`src/rtl/operand_fetch_pkg.sv`:
```
// Shared constants and forwarding-source encoding for the operand fetch stage.
package operand_fetch_pkg;

    localparam int DATA_W_DEF = 16;
    localparam int ADDR_W_DEF = 5;

    typedef enum logic [1:0] {
        FWD_RF = 2'd0,
        FWD_EX = 2'd1,
        FWD_DM = 2'd2,
        FWD_WB = 2'd3
    } fwd_sel_e;

    // Youngest producer wins; a zero source address never forwards.
    function automatic fwd_sel_e fwd_pick(input logic src_nz, input logic ex_hit,
                                          input logic dm_hit, input logic wb_hit);
        fwd_sel_e sel;
        sel = FWD_RF;
        if (src_nz) begin
            if (ex_hit) begin
                sel = FWD_EX;
            end else if (dm_hit) begin
                sel = FWD_DM;
            end else if (wb_hit) begin
                sel = FWD_WB;
            end
        end
        return sel;
    endfunction

endpackage

```
`src/rtl/operand_fetch_regfile.sv`:
```
// Register file: two asynchronous read ports, one synchronous write port, r0 hardwired to 0.
// Define OPERAND_FETCH_RF_RESET_EN to clear every entry on rst_n.
module operand_fetch_regfile
    import operand_fetch_pkg::*;
#(
    parameter int DATA_W = DATA_W_DEF,
    parameter int ADDR_W = ADDR_W_DEF
) (
    input  logic              clk,
    input  logic              rst_n,
    input  logic              we,
    input  logic [ADDR_W-1:0] wa,
    input  logic [DATA_W-1:0] wd,
    input  logic [ADDR_W-1:0] ra0,
    output logic [DATA_W-1:0] rd0,
    input  logic [ADDR_W-1:0] ra1,
    output logic [DATA_W-1:0] rd1
);

    localparam int NREGS = 2 ** ADDR_W;

    logic [DATA_W-1:0] mem_q [NREGS];
    logic              wr_en;

    assign wr_en = we && (wa != '0);

    assign rd0 = (ra0 == '0) ? '0 : mem_q[ra0];
    assign rd1 = (ra1 == '0) ? '0 : mem_q[ra1];

`ifdef OPERAND_FETCH_RF_RESET_EN
    always_ff @(posedge clk or negedge rst_n) begin
        if (!rst_n) begin
            for (int i = 0; i < NREGS; i++) begin
                mem_q[i] <= '0;
            end
        end else if (wr_en) begin
            mem_q[wa] <= wd;
        end
    end
`else
    // Storage carries no reset in this build.
    logic unused_rst_n;
    assign unused_rst_n = rst_n;

    always_ff @(posedge clk) begin
        if (wr_en) begin
            mem_q[wa] <= wd;
        end
    end
`endif

endmodule

```
`src/rtl/operand_fetch.sv`:
```
// ID stage operand fetch: register read, EX/DM/WB forwarding, load-use stall, ID/EX registers.
// Build option OPERAND_FETCH_RF_RESET_EN resets the register file contents.
module operand_fetch
    import operand_fetch_pkg::*;
#(
    parameter int DATA_W = DATA_W_DEF,
    parameter int ADDR_W = ADDR_W_DEF
) (
    input  logic              clk,
    input  logic              rst_n,
    input  logic              in_valid,
    input  logic [ADDR_W-1:0] ra,
    input  logic [ADDR_W-1:0] rb,
    input  logic [DATA_W-1:0] imm,
    input  logic              imm_sel,
    input  logic              ex_we,
    input  logic              ex_is_load,
    input  logic [ADDR_W-1:0] ex_rw,
    input  logic [DATA_W-1:0] ex_ans,
    input  logic              dm_we,
    input  logic [ADDR_W-1:0] dm_rw,
    input  logic [DATA_W-1:0] dm_ans,
    input  logic              wb_we,
    input  logic [ADDR_W-1:0] wb_rw,
    input  logic [DATA_W-1:0] wb_ans,
    input  logic              flush,
    input  logic              hold,
    output logic              stall,
    output logic [DATA_W-1:0] a_q,
    output logic [DATA_W-1:0] b_q,
    output logic              out_valid
);

    logic [DATA_W-1:0] rf_a;
    logic [DATA_W-1:0] rf_b;
    logic [DATA_W-1:0] fwd_a;
    logic [DATA_W-1:0] fwd_b;
    logic [DATA_W-1:0] op_b;
    logic              ex_fwd_ok;
    fwd_sel_e          sel_a;
    fwd_sel_e          sel_b;

    logic [DATA_W-1:0] a_d;
    logic [DATA_W-1:0] b_d;
    logic              out_valid_d;
    logic              out_valid_q;

    operand_fetch_regfile #(
        .DATA_W (DATA_W),
        .ADDR_W (ADDR_W)
    ) u_regfile (
        .clk   (clk),
        .rst_n (rst_n),
        .we    (wb_we),
        .wa    (wb_rw),
        .wd    (wb_ans),
        .ra0   (ra),
        .rd0   (rf_a),
        .ra1   (rb),
        .rd1   (rf_b)
    );

    // A load in EX has no data yet, so it never forwards; the stall covers that case.
    assign ex_fwd_ok = ex_we && !ex_is_load;

    assign sel_a = fwd_pick(ra != '0, ex_fwd_ok && (ex_rw == ra),
                            dm_we && (dm_rw == ra), wb_we && (wb_rw == ra));
    assign sel_b = fwd_pick(rb != '0, ex_fwd_ok && (ex_rw == rb),
                            dm_we && (dm_rw == rb), wb_we && (wb_rw == rb));

    always_comb begin
        fwd_a = rf_a;
        case (sel_a)
            FWD_EX:  fwd_a = ex_ans;
            FWD_DM:  fwd_a = dm_ans;
            FWD_WB:  fwd_a = wb_ans;
            default: fwd_a = rf_a;
        endcase
    end

    always_comb begin
        fwd_b = rf_b;
        case (sel_b)
            FWD_EX:  fwd_b = ex_ans;
            FWD_DM:  fwd_b = dm_ans;
            FWD_WB:  fwd_b = wb_ans;
            default: fwd_b = rf_b;
        endcase
    end

    assign op_b = imm_sel ? imm : fwd_b;

    assign stall = in_valid && ex_we && ex_is_load && (ex_rw != '0) &&
                   ((ex_rw == ra) || ((ex_rw == rb) && !imm_sel));

    // Flush beats hold beats stall; only a clean load moves the data registers.
    always_comb begin
        a_d         = a_q;
        b_d         = b_q;
        out_valid_d = out_valid_q;
        if (flush) begin
            out_valid_d = 1'b0;
        end else if (hold) begin
            out_valid_d = out_valid_q;
        end else if (stall) begin
            out_valid_d = 1'b0;
        end else begin
            a_d         = fwd_a;
            b_d         = op_b;
            out_valid_d = in_valid;
        end
    end

    always_ff @(posedge clk or negedge rst_n) begin
        if (!rst_n) begin
            a_q         <= '0;
            b_q         <= '0;
            out_valid_q <= 1'b0;
        end else begin
            a_q         <= a_d;
            b_q         <= b_d;
            out_valid_q <= out_valid_d;
        end
    end

    assign out_valid = out_valid_q;

endmodule
```
`config.mk`:
```
export PLATFORM = sky130hd
export DESIGN_NAME = operand_fetch
export DESIGN_NICKNAME = d
export VERILOG_FILES = /design/src/rtl/operand_fetch_pkg.sv /design/src/rtl/operand_fetch_regfile.sv /design/src/rtl/operand_fetch.sv
export SDC_FILE = /design/constraint.sdc
export NUM_CORES = 1
export LEC_CHECK = 0
export CAP_MARGIN = 30
export CELL_PAD_IN_SITES_DETAIL_PLACEMENT = 0
export CELL_PAD_IN_SITES_GLOBAL_PLACEMENT = 1
export CORE_MARGIN = 2
export CORE_UTILIZATION = 47
export CTS_BUF_LIST = sky130_fd_sc_hd__clkbuf_16
export CTS_CLUSTER_DIAMETER = 40
export DETAILED_ROUTE_END_ITERATION = 12
export PLACE_DENSITY_LB_ADDON = 0.05
export SYNTH_ARGS = -nofsm -noshare
export SYNTH_HDL_FRONTEND = slang
export SYNTH_SLANG_ARGS = --single-unit
```
`constraint.sdc`:
```
create_clock -name clk -period 5.35 [get_ports clk]
set_input_delay 0.535 -clock clk [delete_from_list [all_inputs] [get_ports clk]]
set_output_delay 0.535 -clock clk [all_outputs]
set_load 0.02 [all_outputs]
```
==> results.cfg <==
[sta]
period_needed_ns = 3.98
worstMarginPinSlew_ns = 1.08
relSlewSlack_pct = 28.1
max_freq_mhz = 251
tns_ns = 0
rsz0062_at_grt = false
slew_viol_final = 0
finalSetupViolCount = 0
period_share_pct = 74.5
layout_setup_ws_ns = 1.37
hold_viol = 0
fin_skew_ns = 0.0243

[cells_and_area]
multi_input_area_um2 = 10000
fin_cells = 2532
n_fill_cell = 4403
postLayoutCoreUtil_pct = 57.6
drive_gt1_share_pct = 32.7
ff_latch_area_um2 = 16200
diodes = 0
syn_to_final_growth_pct = 21.1
finalNetCount = 1801

[global_routing]
grt_overflow_total = 0
grt_pass1_wl_um = 127000
track_usage_pct = 30.7
grt_pass1_vias = 17100
grt_max_degree = 74
antenna_found_initial = 8

[clock_network]
root_buffer = clkbuf_16
clock_path_buffers = 3
clkTransAtPathRegs_ns = 0.05
hold_buffers = 0
cts-resized-gates = 0
cts_setup_buffers = 0
cts_sinks = 545
cts_buffers = 88
insertion_delay_ns = 0.64
cts_max_level = 3
cts_tree = yes

[synth]
async_flop_share_pct = 6.06
synth_warnings = 0
netlist_area_um2 = 26800
synth-compound-area-share_pct = 6.81
synth_edf_count = 512
post-synth-top-count-cell = edfxtp_1
synth_top_area_cell = edfxtp_1
synthMuxAreaShare_pct = 24.3
syn_area_per_cell_um2 = 17.7
seq_area_frac_synth_pct = 60.4
ys_ff_latch = 545
yosys-top-cells-area = edfxtp_1, mux4_2, dfrtp_1
synthCells = 1516
synth_fa_ha_area_share_pct = 0
synth_commonest_cells = edfxtp_1, mux4_2, clkbuf_1, a22oi_1, nand3_1
ys_types = 58
yosys_most_used_dff = edfxtp_1
synthXorXnorAreaFrac_pct = 1.04
synth_top_family_by_area = multiplexers
synth-simple-area-share_pct = 4.59
yosysTopAreaCellShare_pct = 57.4

[drt]
firstDrtPassIters = 8
antenna_left = 0
drt_iter0_drc = 2176
dr_total_vias = 17000
routed_wl_um = 89400
drc = 0
avgViaCountPerCell = 6.70
avgRoutedWirePerCell_um = 35.3

[placed_design]
port_buffers = 132
place_ws_ns = 1.39
dp.cells = 2368
globalplace.congestion = 0.906
dp_hpwl_um = 56800

[power]
leakagePower_nw = 10.7
powerDensity_nw_per_um2 = 371
ir_drop_mv = 0.236
power_mw = 12.0

[critical_path]
crit_fanout = 37
rr_startpoint = u_regfile.mem_q[15][2]
start_kind = primary input
cp.required_ns = 4.82
arrival_ns = 3.45
critPathCaptureType = output pin
cp-startpoint = rb[1]
critPathKind = primary input to output pin

[floorplanning]
core_area_um2 = 56400
ioPinCount = 133
die_y_um = 243
initial_core_util_pct = 47.5
die_area_um2 = 59000
die_w_um = 243
num_rows = 87

[hold_path]
min_path_type = primary input to asynchronous set/reset pin

[flow_run]
drv_cap = 0

[status]
outcome = finished, final reports clean
-- metrics by stage --
step / area [um^2] / hold slack, ns
after floorplan: 26900 / 0.239
after global placement: 29200 / 0.478
after detailed placement: 29300 / 0.475
after CTS: 32500 / 0.313
after global routing: 32500 / 0.353
final: 32500 / 0.321
-- routing by layer --
| layer | track usage (%) | routed length, um | vias up |
|---|---|---|---|
| met5 | 0 | 62 | - |
| met4 | 11.1 | 3330 | 8 |
| met3 | 6.51 | 8160 | 190 |
| met2 | 47.2 | 41400 | 951 |
| met1 | 43.6 | 36400 | 8967 |
| li1 | - | - | 6855 |
-- logic make-up after synthesis --
family | after synthesis
xor gates and xnor gates | 30
muxes | 310
buffers and inverters | 160
AOI/OAI and AO/OA | 240
DFF | 545
and+or+nand+nor | 230
other | 1
-- critical path, stage by stage --
cell	delay (ns)
clkdlybuf4s50_1	0.77
xnor2_2	0.16
nand3_1	0.09
buf_4	0.21
or4_1	0.51
a21o_1	0.20
buf_4	0.25
inv_1	0.09
clkdlybuf4s50_1	0.60
-- state kept, by name, summed over array words and instances (netlist names) --
name,cells
a_q,16
b_q,16
out_valid,1
u_regfile.mem_q,512
-- area by class of cell --
type,count,share of cell area (%)
timing repair buffer,222,6.46
sequential,545,49.9
clock inverter,72,2.56
multi-input combinational,826,30.8
clock buffer,92,7.09
inverter,19,0.220
tap,756,2.91
-- path summary, 6_finish.rpt --
kind	to	slack (ns)	cells past startpoint
worst min-delay path	b_q[11]	0.32	2
max in group asynchronous	a_q[3]	4.70	2
worst max-delay path	stall	1.37	9
worst min register to register	b_q[15]	0.49	1
min in group clk	b_q[15]	0.49	1
worst max register to register	a_q[2]	3.03	5
-- power by group --
group          switching, mW  internal, mW  total, mW
registers             0.0566          4.77       4.83
logic                  0.688         0.525       1.21
clock network           2.20          3.81       6.00
total                   2.94          9.10       12.0
-- cells in the final DEF, fill, tap and decap left out, drive strengths merged, types with 26 or more instances in the layout --
cell / instances
dfrtp: 33
clkdlybuf4s50: 126
buf: 96
mux2i: 36
clkinv: 26
nand3: 52
o211ai: 30
clkbuf: 92
mux4: 272
a22oi: 60
inv: 43
nor2: 38
nand2: 38
a21oi: 33
edfxtp: 512
No activity file was read; power rests on OpenSTA's default activity.
==> RTL change (config.mk and constraints unchanged) <==
The package constant `DATA_W_DEF` goes from 16 to 14.
--- a/src/rtl/operand_fetch_pkg.sv
+++ b/src/rtl/operand_fetch_pkg.sv
@@ -1,7 +1,7 @@
 // Shared constants and forwarding-source encoding for the operand fetch stage.
 package operand_fetch_pkg;
 
-    localparam int DATA_W_DEF = 16;
+    localparam int DATA_W_DEF = 14;
     localparam int ADDR_W_DEF = 5;
 
     typedef enum logic [1:0] {
Ports: changed (6 resized); port bits go from 133 to 121. The function was not compared with the original's and may differ.
==> RTL change against the unedited design <==
- synthesized cell count decreased by 11%
- worst setup slack improved by 330 ps
- critical path depth decreased by 3
- wire length decreased by 20%
- power decreased by 13%
- sequential cell count decreased by 68
- final area decreased by 14%
- combinational power decreased by 13%
- via count decreased by 16%
- area after synthesis decreased by 13%
==> RTL change: results (changes against the unedited design) <==
* Switching Power at 0.00246 W (-16%)
* Drt wl/cell at 32.0 um (-9.5%)
* R2r endpoint: a_q[3]
* HPWL after DPL at 44.9 mm (-21%)
* WP data arrival at 3120 ps (-330 ps)
* Top cells by instance count after synthesis: sky130_fd_sc_hd__edfxtp_1, sky130_fd_sc_hd__mux4_2, sky130_fd_sc_hd__mux2i_1
* Inserted Clock Buffers at 76 (-14%)
* Drt via density at 6.40 (-4.4%)
* Pin count of the biggest net entering global routing at 68 (-8.1%)
* Worst reg-to-reg setup slack at 3120 ps (+90 ps)
* DP Worst Slack at 1390 ps (-2.39 ps)
* Met3 routed wirelength at 5.35 mm (-34%)
* Global placer's final weighted congestion at 0.894 (-1.2%)
* Status: complete, no violations
* Fin cells at 2,235 (-12%)
* Clock latency on the worst-skew pair at 600 ps (-40 ps)
* Vias in the first global route at 14,400 (-16%)
* Top layer used by detailed routing: met4
* Area added between synthesis and finish at 20.9%
* Share of synthesized registers carrying an async set or reset at 6.08% (+0.025 points)
* Global Route Usage Sum at 28.6% (-2.1 points)
* Largest registers: u_regfile.mem_q: 448 flops, a_q: 14 flops, b_q: 14 flops
* Biggest area contributors in the synthesized netlist: sky130_fd_sc_hd__edfxtp_1, sky130_fd_sc_hd__mux4_2, sky130_fd_sc_hd__mux2i_1
* Number of input and output port buffers inserted at 120 (-9.1%)
* Instance count of the mapped netlist at 1,342 (-11%)
* Net count, final at 1,601 (-11%)
* Sum of routed wire segments on met1 at 31.0 mm (-15%)
* Cell area reported after detailed placement at 25,400 um^2 (-13%)
* Total placed cells including tap cells at 2,096 (-11%)
* Drt first pass iters at 6 (-2)
* Max stage delay on crit path at 800 ps (+30 ps)
* Fraction of final layout cells with drive strength greater than 1 at 29.3% (-3.4 points)
RTL change: cell types whose count changed in the layout (fill, tap and decap cells not counted), sizes merged, moves of 23 or more:
cell	unedited run	this run
o211ai	30	0
inv	43	20
mux2i	36	104
mux4	272	196
edfxtp	512	448
a221oi	0	55
o21ai	1	62
a22oi	60	28
RTL change: final cells by class:
cell class / count / area (um^2)
inverters: 8 / 30.0
clock inverters: 61 / 734
clock buffers: 78 / 1950
well taps: 664 / 831
repair buffers: 193 / 1790
fillers: 3811 / 20800
multi-input cells: 754 / 8550
flip-flops and latches: 477 / 14200
RTL change: logic make-up (layout without fill, tap and decap cells):
family                 after synthesis  count (layout)  share of synthesized area, %
AO/OA/AOI/OAI                      229             229                          6.99
XOR/XNOR                            30              30                          1.13
buffers and inverters              124             340                          2.54
flip-flops                         477             477                          61.1
multiplexers                       322             322                          24.6
other                                1              14                        0.0162
AND/OR/NAND/NOR                    159             159                          3.64
RTL change: how the worst max path moves through the flow:
stage | from | end | slack [ps] | cells past startpoint
floorplan | wb_rw[1] | u_regfile.mem_q[1][0] | 2470 | 4
global placement | rb[2] | b_q[6] | 1510 | 9
detailed placement | rb[2] | b_q[6] | 1390 | 9
CTS | rb[4] | stall | 1680 | 6
global route | rb[4] | stall | 1540 | 6
finish | rb[4] | stall | 1700 | 6
RTL change: routing by layer:
layer  up-vias  global-route usage [%]
met2       659                    44.1
li1       6051                       -
met1      7508                    41.2
met4         0                    9.78
met3        97                    5.07
met5         -                       0
RTL change: power by group through the flow:
stage | Clock (W) | Combinational (W) | Sequential (W)
floorplan | 0 | 0.000535 | 0.00433
global placement | 0 | 0.00104 | 0.00430
detailed placement | 0 | 0.00105 | 0.00430
CTS | 0.00524 | 0.00105 | 0.00423
global route | 0.00541 | 0.00111 | 0.00424
finish | 0.00517 | 0.00105 | 0.00423
RTL change: per-stage QoR:
step           hold WS, ps  power [W]
4_1_cts                331     0.0105
2_1_floorplan          239    0.00487
6_report               337     0.0105
5_1_grt                369     0.0108
3_3_place_gp           496    0.00534
3_5_place_dp           496    0.00535
RTL change: critical path, delay by kind of cell:
| kind | cells | cell delay (ps) |
|---|---|---|
| buffers and inverters | 2 | 1470 |
| AO/OA/AOI/OAI | 1 | 320 |
| AND/OR/NAND/NOR | 2 | 500 |
| XOR/XNOR | 1 | 300 |
